**config.mk**
```make
export PLATFORM = sky130hd
export DESIGN_NAME = mem_stage_hs_flat
export DESIGN_NICKNAME = d
export VERILOG_FILES = /design/src/rtl/mem_stage_hs_pkg.sv /design/src/rtl/mem_stage_hs_if.sv /design/src/rtl/mem_stage_hs_br_resolve.sv /design/src/rtl/mem_stage_hs.sv /design/src/flat_wrapper.sv
export SDC_FILE = /design/constraint.sdc
export NUM_CORES = 1
export LEC_CHECK = 0
export CORE_MARGIN = 5
export CORE_UTILIZATION = 41
export DETAILED_ROUTE_END_ITERATION = 16
export PLACE_DENSITY_LB_ADDON = 0.2
export SLEW_MARGIN = 20
export SYNTH_ARGS = -nofsm -noshare
export SYNTH_HDL_FRONTEND = slang
export SYNTH_HIERARCHICAL = 1
export SYNTH_SLANG_ARGS = --single-unit
```
**constraint.sdc**
```tcl
create_clock -name clk -period 2.21 [get_ports clk]
set_input_delay 0.442 -clock clk [delete_from_list [all_inputs] [get_ports clk]]
set_output_delay 0.442 -clock clk [all_outputs]
set_load 0.01 [all_outputs]
```
**src/rtl/mem_stage_hs_pkg.sv**
```systemverilog
// Shared constants for the MEM stage: branch condition codes and FSM state encoding.
package mem_stage_hs_pkg;

  localparam logic [2:0] BR_NEQ    = 3'b000;
  localparam logic [2:0] BR_EQ     = 3'b001;
  localparam logic [2:0] BR_GT     = 3'b010;
  localparam logic [2:0] BR_LT     = 3'b011;
  localparam logic [2:0] BR_GTE    = 3'b100;
  localparam logic [2:0] BR_LTE    = 3'b101;
  localparam logic [2:0] BR_OVFL   = 3'b110;
  localparam logic [2:0] BR_UNCOND = 3'b111;

  localparam logic [1:0] ST_IDLE = 2'd0;
  localparam logic [1:0] ST_BUSY = 2'd1;
  localparam logic [1:0] ST_DONE = 2'd2;

endpackage

```
**src/rtl/mem_stage_hs_if.sv**
```systemverilog
// Data-memory req/ack bus between the MEM stage (master) and memory (slave).
interface mem_stage_hs_if #(
  parameter int unsigned DW = 16,
  parameter int unsigned AW = 16
) ();

  logic          mem_req_o;
  logic          mem_we_o;
  logic [AW-1:0] mem_addr_o;
  logic [DW-1:0] mem_wdata_o;
  logic          mem_ack_i;
  logic [DW-1:0] mem_rdata_i;

  modport master (
    output mem_req_o, mem_we_o, mem_addr_o, mem_wdata_o,
    input  mem_ack_i, mem_rdata_i
  );

  modport slave (
    input  mem_req_o, mem_we_o, mem_addr_o, mem_wdata_o,
    output mem_ack_i, mem_rdata_i
  );

endinterface

```
**src/rtl/mem_stage_hs_br_resolve.sv**
```systemverilog
// Pure combinational branch condition evaluator on the EX/MEM flag bits.
module mem_stage_hs_br_resolve
  import mem_stage_hs_pkg::*;
(
  input  logic [2:0] cond,
  input  logic       zr,
  input  logic       ne,
  input  logic       ov,
  output logic       taken_c
);

  always_comb begin
    taken_c = 1'b0;
    case (cond)
      BR_NEQ:    taken_c = ~zr;
      BR_EQ:     taken_c = zr;
      BR_GT:     taken_c = ~(zr | ne);
      BR_LT:     taken_c = ne;
      BR_GTE:    taken_c = ~ne;
      BR_LTE:    taken_c = ne | zr;
      BR_OVFL:   taken_c = ov;
      BR_UNCOND: taken_c = 1'b1;
    endcase
  end

endmodule

```
**src/rtl/mem_stage_hs.sv**
```systemverilog
// MEM pipeline stage: req/ack data-memory access with stall and timeout,
// plus branch resolution from the EX/MEM flags.
module mem_stage_hs
  import mem_stage_hs_pkg::*;
#(
  parameter int unsigned DW          = 16,
  parameter int unsigned AW          = 16,
  parameter int unsigned TIMEOUT_CYC = 15
) (
  input  logic            clk,
  input  logic            rst_n,
  input  logic [AW-1:0]   addr_EX_MEM,
  input  logic            re_EX_MEM,
  input  logic            we_EX_MEM,
  input  logic [DW-1:0]   wdata_EX_MEM,
  input  logic            zr_EX_MEM,
  input  logic            ne_EX_MEM,
  input  logic            ov_EX_MEM,
  input  logic            br_valid_EX_MEM,
  input  logic [2:0]      br_cond_EX_MEM,
  input  logic            flush,
  mem_stage_hs_if.master  bus,
  output logic            stall,
  output logic [DW-1:0]   rd_data_MEM,
  output logic            rd_valid_MEM,
  output logic            branch,
  output logic            timeout_err
);

  localparam int unsigned TW = $clog2(TIMEOUT_CYC + 1);

  logic [1:0]    state, state_nxt;
  logic [TW-1:0] cnt, cnt_nxt;
  logic          kill, kill_nxt;
  logic          req_nxt, we_nxt;
  logic [AW-1:0] addr_nxt;
  logic [DW-1:0] wdata_nxt;
  logic [DW-1:0] rd_data_nxt;
  logic          rd_valid_nxt;
  logic          terr_nxt;
  logic          access;
  logic          taken_c;

  assign access = (re_EX_MEM | we_EX_MEM) & ~flush;

  // State and registered-output register
  always_ff @(posedge clk) begin
    if (!rst_n) begin
      state           <= ST_IDLE;
      cnt             <= '0;
      kill            <= 1'b0;
      bus.mem_req_o   <= 1'b0;
      bus.mem_we_o    <= 1'b0;
      bus.mem_addr_o  <= '0;
      bus.mem_wdata_o <= '0;
      rd_data_MEM     <= '0;
      rd_valid_MEM    <= 1'b0;
      timeout_err     <= 1'b0;
    end else begin
      state           <= state_nxt;
      cnt             <= cnt_nxt;
      kill            <= kill_nxt;
      bus.mem_req_o   <= req_nxt;
      bus.mem_we_o    <= we_nxt;
      bus.mem_addr_o  <= addr_nxt;
      bus.mem_wdata_o <= wdata_nxt;
      rd_data_MEM     <= rd_data_nxt;
      rd_valid_MEM    <= rd_valid_nxt;
      timeout_err     <= terr_nxt;
    end
  end

  // Next-state and next-output logic; a write wins over a simultaneous read
  always_comb begin
    state_nxt    = state;
    cnt_nxt      = cnt;
    kill_nxt     = kill;
    req_nxt      = bus.mem_req_o;
    we_nxt       = bus.mem_we_o;
    addr_nxt     = bus.mem_addr_o;
    wdata_nxt    = bus.mem_wdata_o;
    rd_data_nxt  = rd_data_MEM;
    rd_valid_nxt = 1'b0;
    terr_nxt     = timeout_err;
    stall        = 1'b0;

    case (state)
      ST_IDLE: begin
        if (access) begin
          stall     = 1'b1;
          state_nxt = ST_BUSY;
          req_nxt   = 1'b1;
          we_nxt    = we_EX_MEM;
          addr_nxt  = addr_EX_MEM;
          wdata_nxt = wdata_EX_MEM;
          cnt_nxt   = '0;
          kill_nxt  = 1'b0;
        end
      end
      ST_BUSY: begin
        stall   = 1'b1;
        cnt_nxt = cnt + TW'(1);
        if (flush) kill_nxt = 1'b1;
        if (bus.mem_ack_i) begin
          state_nxt = ST_DONE;
          req_nxt   = 1'b0;
          cnt_nxt   = '0;
          // A flushed read still drains, but its data is dropped
          if (!bus.mem_we_o && !(kill || flush)) begin
            rd_data_nxt  = bus.mem_rdata_i;
            rd_valid_nxt = 1'b1;
          end
        end else if (cnt == TW'(TIMEOUT_CYC - 1)) begin
          state_nxt   = ST_DONE;
          req_nxt     = 1'b0;
          cnt_nxt     = '0;
          terr_nxt    = 1'b1;
          rd_data_nxt = '0;
        end
      end
      ST_DONE: begin
        state_nxt = ST_IDLE;
      end
      default: begin
        state_nxt = ST_IDLE;
      end
    endcase
  end

  mem_stage_hs_br_resolve u_br_resolve (
    .cond    (br_cond_EX_MEM),
    .zr      (zr_EX_MEM),
    .ne      (ne_EX_MEM),
    .ov      (ov_EX_MEM),
    .taken_c (taken_c)
  );

  assign branch = br_valid_EX_MEM & ~flush & taken_c;

endmodule

```
**src/flat_wrapper.sv**
```systemverilog
// flat-port wrapper written by rule: the top's interface ports become plain ports
module mem_stage_hs_flat import mem_stage_hs_pkg::*;
#(
  parameter int unsigned DW          = 16,
  parameter int unsigned AW          = 16,
  parameter int unsigned TIMEOUT_CYC = 15
)
  (clk, rst_n, addr_EX_MEM, re_EX_MEM, we_EX_MEM, wdata_EX_MEM, zr_EX_MEM, ne_EX_MEM, ov_EX_MEM, br_valid_EX_MEM, br_cond_EX_MEM, flush, stall, rd_data_MEM, rd_valid_MEM, branch, timeout_err, bus_mem_req_o, bus_mem_we_o, bus_mem_addr_o, bus_mem_wdata_o, bus_mem_ack_i, bus_mem_rdata_i);
  mem_stage_hs_if #(.DW(DW), .AW(AW)) bus_i ();
  input  logic clk;
  input  logic rst_n;
  input  logic [AW-1:0] addr_EX_MEM;
  input  logic re_EX_MEM;
  input  logic we_EX_MEM;
  input  logic [DW-1:0] wdata_EX_MEM;
  input  logic zr_EX_MEM;
  input  logic ne_EX_MEM;
  input  logic ov_EX_MEM;
  input  logic br_valid_EX_MEM;
  input  logic [2:0] br_cond_EX_MEM;
  input  logic flush;
  output logic stall;
  output logic [DW-1:0] rd_data_MEM;
  output logic rd_valid_MEM;
  output logic branch;
  output logic timeout_err;
  output wire logic [$bits(bus_i.mem_req_o)-1:0] bus_mem_req_o;
  output wire logic [$bits(bus_i.mem_we_o)-1:0] bus_mem_we_o;
  output wire logic [$bits(bus_i.mem_addr_o)-1:0] bus_mem_addr_o;
  output wire logic [$bits(bus_i.mem_wdata_o)-1:0] bus_mem_wdata_o;
  input wire logic [$bits(bus_i.mem_ack_i)-1:0] bus_mem_ack_i;
  input wire logic [$bits(bus_i.mem_rdata_i)-1:0] bus_mem_rdata_i;
  assign bus_mem_req_o = bus_i.mem_req_o;
  assign bus_mem_we_o = bus_i.mem_we_o;
  assign bus_mem_addr_o = bus_i.mem_addr_o;
  assign bus_mem_wdata_o = bus_i.mem_wdata_o;
  assign bus_i.mem_ack_i = bus_mem_ack_i;
  assign bus_i.mem_rdata_i = bus_mem_rdata_i;
  mem_stage_hs #(.DW(DW), .AW(AW), .TIMEOUT_CYC(TIMEOUT_CYC)) u_core (.clk(clk), .rst_n(rst_n), .addr_EX_MEM(addr_EX_MEM), .re_EX_MEM(re_EX_MEM), .we_EX_MEM(we_EX_MEM), .wdata_EX_MEM(wdata_EX_MEM), .zr_EX_MEM(zr_EX_MEM), .ne_EX_MEM(ne_EX_MEM), .ov_EX_MEM(ov_EX_MEM), .br_valid_EX_MEM(br_valid_EX_MEM), .br_cond_EX_MEM(br_cond_EX_MEM), .flush(flush), .bus(bus_i), .stall(stall), .rd_data_MEM(rd_data_MEM), .rd_valid_MEM(rd_valid_MEM), .branch(branch), .timeout_err(timeout_err));
endmodule
```
==> qor.yml <==
run_status: "complete, no violations"
synth_area_um2: 2510
cts_buffers: 9
dr.pass1.iters: 4
async_reset_ff_frac: 0
dp_hpwl_mm: 5.01
clkTransAtPathRegs_ns: 0.06
syn2layout_area_growth_pct: 57.8
p_total_w: 0.00257
initial_core_util: 0.424
hold_path.class: "register to register"
path_max_fanout: 4
die_h_um: 88.2
grt_antenna_before_repair: 0
grt_pass1_vias: 2472
route.detailed.drc: 0
antenna_cells: 0
worst_pin_slew_ns: 0.740
synthFlopType: "dfxtp_1"
grt_use_total: 0.187
cts_tree: "built"
hold_viol: 0
grt_max_degree: 36
power_density_nw_per_um2: 650
cap_violations: 0
synth_warnings: 6
grt_pass1_wl_mm: 11.4
routed_wl_mm: 7.04
ir_drop_uv: 455
vias_per_cell: 5.25
grt_overflow: 0
rsz0062_at_grt: "false"
root_buffer: "clkbuf_8"
yosysTopAreaCellShare: 0.471
clock_latency_ns: 0.34
yosysUniqueCellTypes: 38
placed_cell_area_um2: 3760
cts.htree.levels: 3
synth_edf_count: 0
synth_seq_area_share: 0.471
slew_violations: 0
cts.sinks: 59
crit_path_start_kind: "input pin"
finish.instance_area_um2: 3960
crit_type: "input pin to primary output"
hold_buffers: 0
syn_inst: 284
tns_ns: 0
timing.fmax_ghz: 0.471
synth.area.top_cells: "dfxtp_1 (47%), nand3_1 (10%), a21oi_1 (7.4%), mux2i_1 (7.2%), o21ai_1 (5.0%)"
crit_path_end_kind: "primary output"
rows: 28
die-area_um2: 7780
finish.net_count: 462
io-pin-count: 115
fin_skew_ns: 0.00432
period_needed_ns: 2.12
p_sw_w: 0.000632
dp_slack_ns: -0.479
crit_required_ns: 1.77
p_leak_nw: 1.55
drive_above_1_share: 0.102
critical_path_arrival_ns: 1.68
syn_avg_cell_area_um2: 8.83
synth-seq-cells: 59
wl_per_cell_um: 14.7
ant_nets: 0
pwr-share-comb: 0.183
finalCritPeriodShare: 0.961
syn-num-nets: 347
portBuffers: 114
setup_ws_ns: 0.0866
die_x_um: 88.2
slew_headroom: 0.507
synth_top_area_cell: "dfxtp_1"
p_sw_frac: 0.246
drtIter0Drc: 125
p_seq_frac: 0.442
globalplace.congestion: 0.736
core-area_um2: 5920
p_int_w: 0.00194
post_cts_buffers: 0
clock_power_share: 0.374
setup_viol: 0
via_count: 2508
clockBufferDepth: 2
==> cell usage after synthesis (all sizes together), types with 2 or more instances <==
master   number
ha            2
buf          10
a211oi        2
nor2          6
a21oi        37
nand2        20
inv           4
o21ai        34
nand3        52
a31oi         2
clkbuf       15
mux2i        18
and3          3
dfxtp        59
o2bb2ai       2
==> logic make-up after synthesis <==
group | synth area share
adders and majority gates | 0.00997
DFF | 0.471
xor gates and xnor gates | 0.00349
buffers and inverters | 0.0554
muxes | 0.0718
and+or+nand+nor | 0.193
AOI/OAI and AO/OA | 0.196
==> registers in the layout, summed over array words and instances (netlist names) <==
name                    count
u_core/rd_valid_MEM         1
u_core/bus.mem_addr_o      16
u_core/state                2
u_core/cnt                  4
u_core/bus.mem_req_o        1
u_core/kill                 1
u_core/bus.mem_we_o         1
u_core/rd_data_MEM         16
u_core/timeout_err          1
u_core/bus.mem_wdata_o     16
==> power groups by stage <==
stage | Sequential [W] | Clock [W] | Combinational [W]
after floorplan | 0.00118 | 0 | 0.000187
after global placement | 0.00116 | 0 | 0.000470
after detailed placement | 0.00116 | 0 | 0.000474
after CTS | 0.00114 | 0.000997 | 0.000477
after global routing | 0.00114 | 0.00105 | 0.000513
final | 0.00114 | 0.000963 | 0.000472
==> per-layer routing <==
layer,share of wire,GRT usage
met1,0.42,0.216
met3,0.12,0.101
met4,0.014,0.0687
met2,0.45,0.293
met5,0,0
==> worst max-delay path: stages <==
cell and delay (ns):
dlygate4sd2_1 0.28, a211oi_2 0.30, a2111oi_4 0.09, a311oi_2 0.26
nand2_1 0.09, nor2_1 0.09, buf_2 0.14
==> per-stage QoR <==
stage          utilization  hold slack [ns]  instances
2_1_floorplan            -            0.460        284
3_3_place_gp         0.635            0.443        463
3_5_place_dp         0.635            0.453        463
4_1_cts              0.669            0.462        478
5_1_grt              0.668            0.489        478
6_report             0.668            0.457        478
==> layout make-up <==
cell class / count / area, µm²
clock buffer: 13 / 159
clock inverter: 2 / 35.0
fill: 488 / 1960
inverter: 4 / 15.0
multi-input combinational: 196 / 1210
sequential: 59 / 1180
tap: 75 / 93.8
timing repair buffer: 129 / 1270
==> worst paths after layout <==
check | startpoint | cells past startpoint | slack (ns) | to
setup reg to reg | u_core/cnt[0]$_SDFFE_PN0P_ | 5 | 0.36 | u_core/rd_data_MEM[9]$_SDFFE_PN0P_
setup / recovery | ne_EX_MEM | 7 | 0.09 | branch
hold reg to reg | u_core/rd_data_MEM[12]$_SDFFE_PN0P_ | 2 | 0.46 | u_core/rd_data_MEM[12]$_SDFFE_PN0P_
hold / removal | u_core/rd_data_MEM[12]$_SDFFE_PN0P_ | 2 | 0.46 | u_core/rd_data_MEM[12]$_SDFFE_PN0P_
==> cells in the final DEF (no fill, tap or decap), types with 2 or more instances in the layout <==
cell type,n
dfxtp_1,59
buf_4,13
inv_1,3
o2bb2ai_1,2
clkbuf_1,2
o21ai_1,25
clkbuf_8,11
ha_1,2
dlygate4sd2_1,5
nor2_1,5
nand3_1,52
and3_1,3
a21oi_1,37
nand2_1,20
mux2i_1,18
o21ai_0,9
a31oi_1,2
buf_12,2
clkdlybuf4s50_1,108
==> repair_timing <==
item | in CTS | in global routing
endpoints found under the hold margin | 0 | 0
gates resized for setup | 10 | 1
setup endpoints to repair | 2 | 1
pin swaps | 2 | 2
No activity file was read; power rests on OpenSTA's default activity.
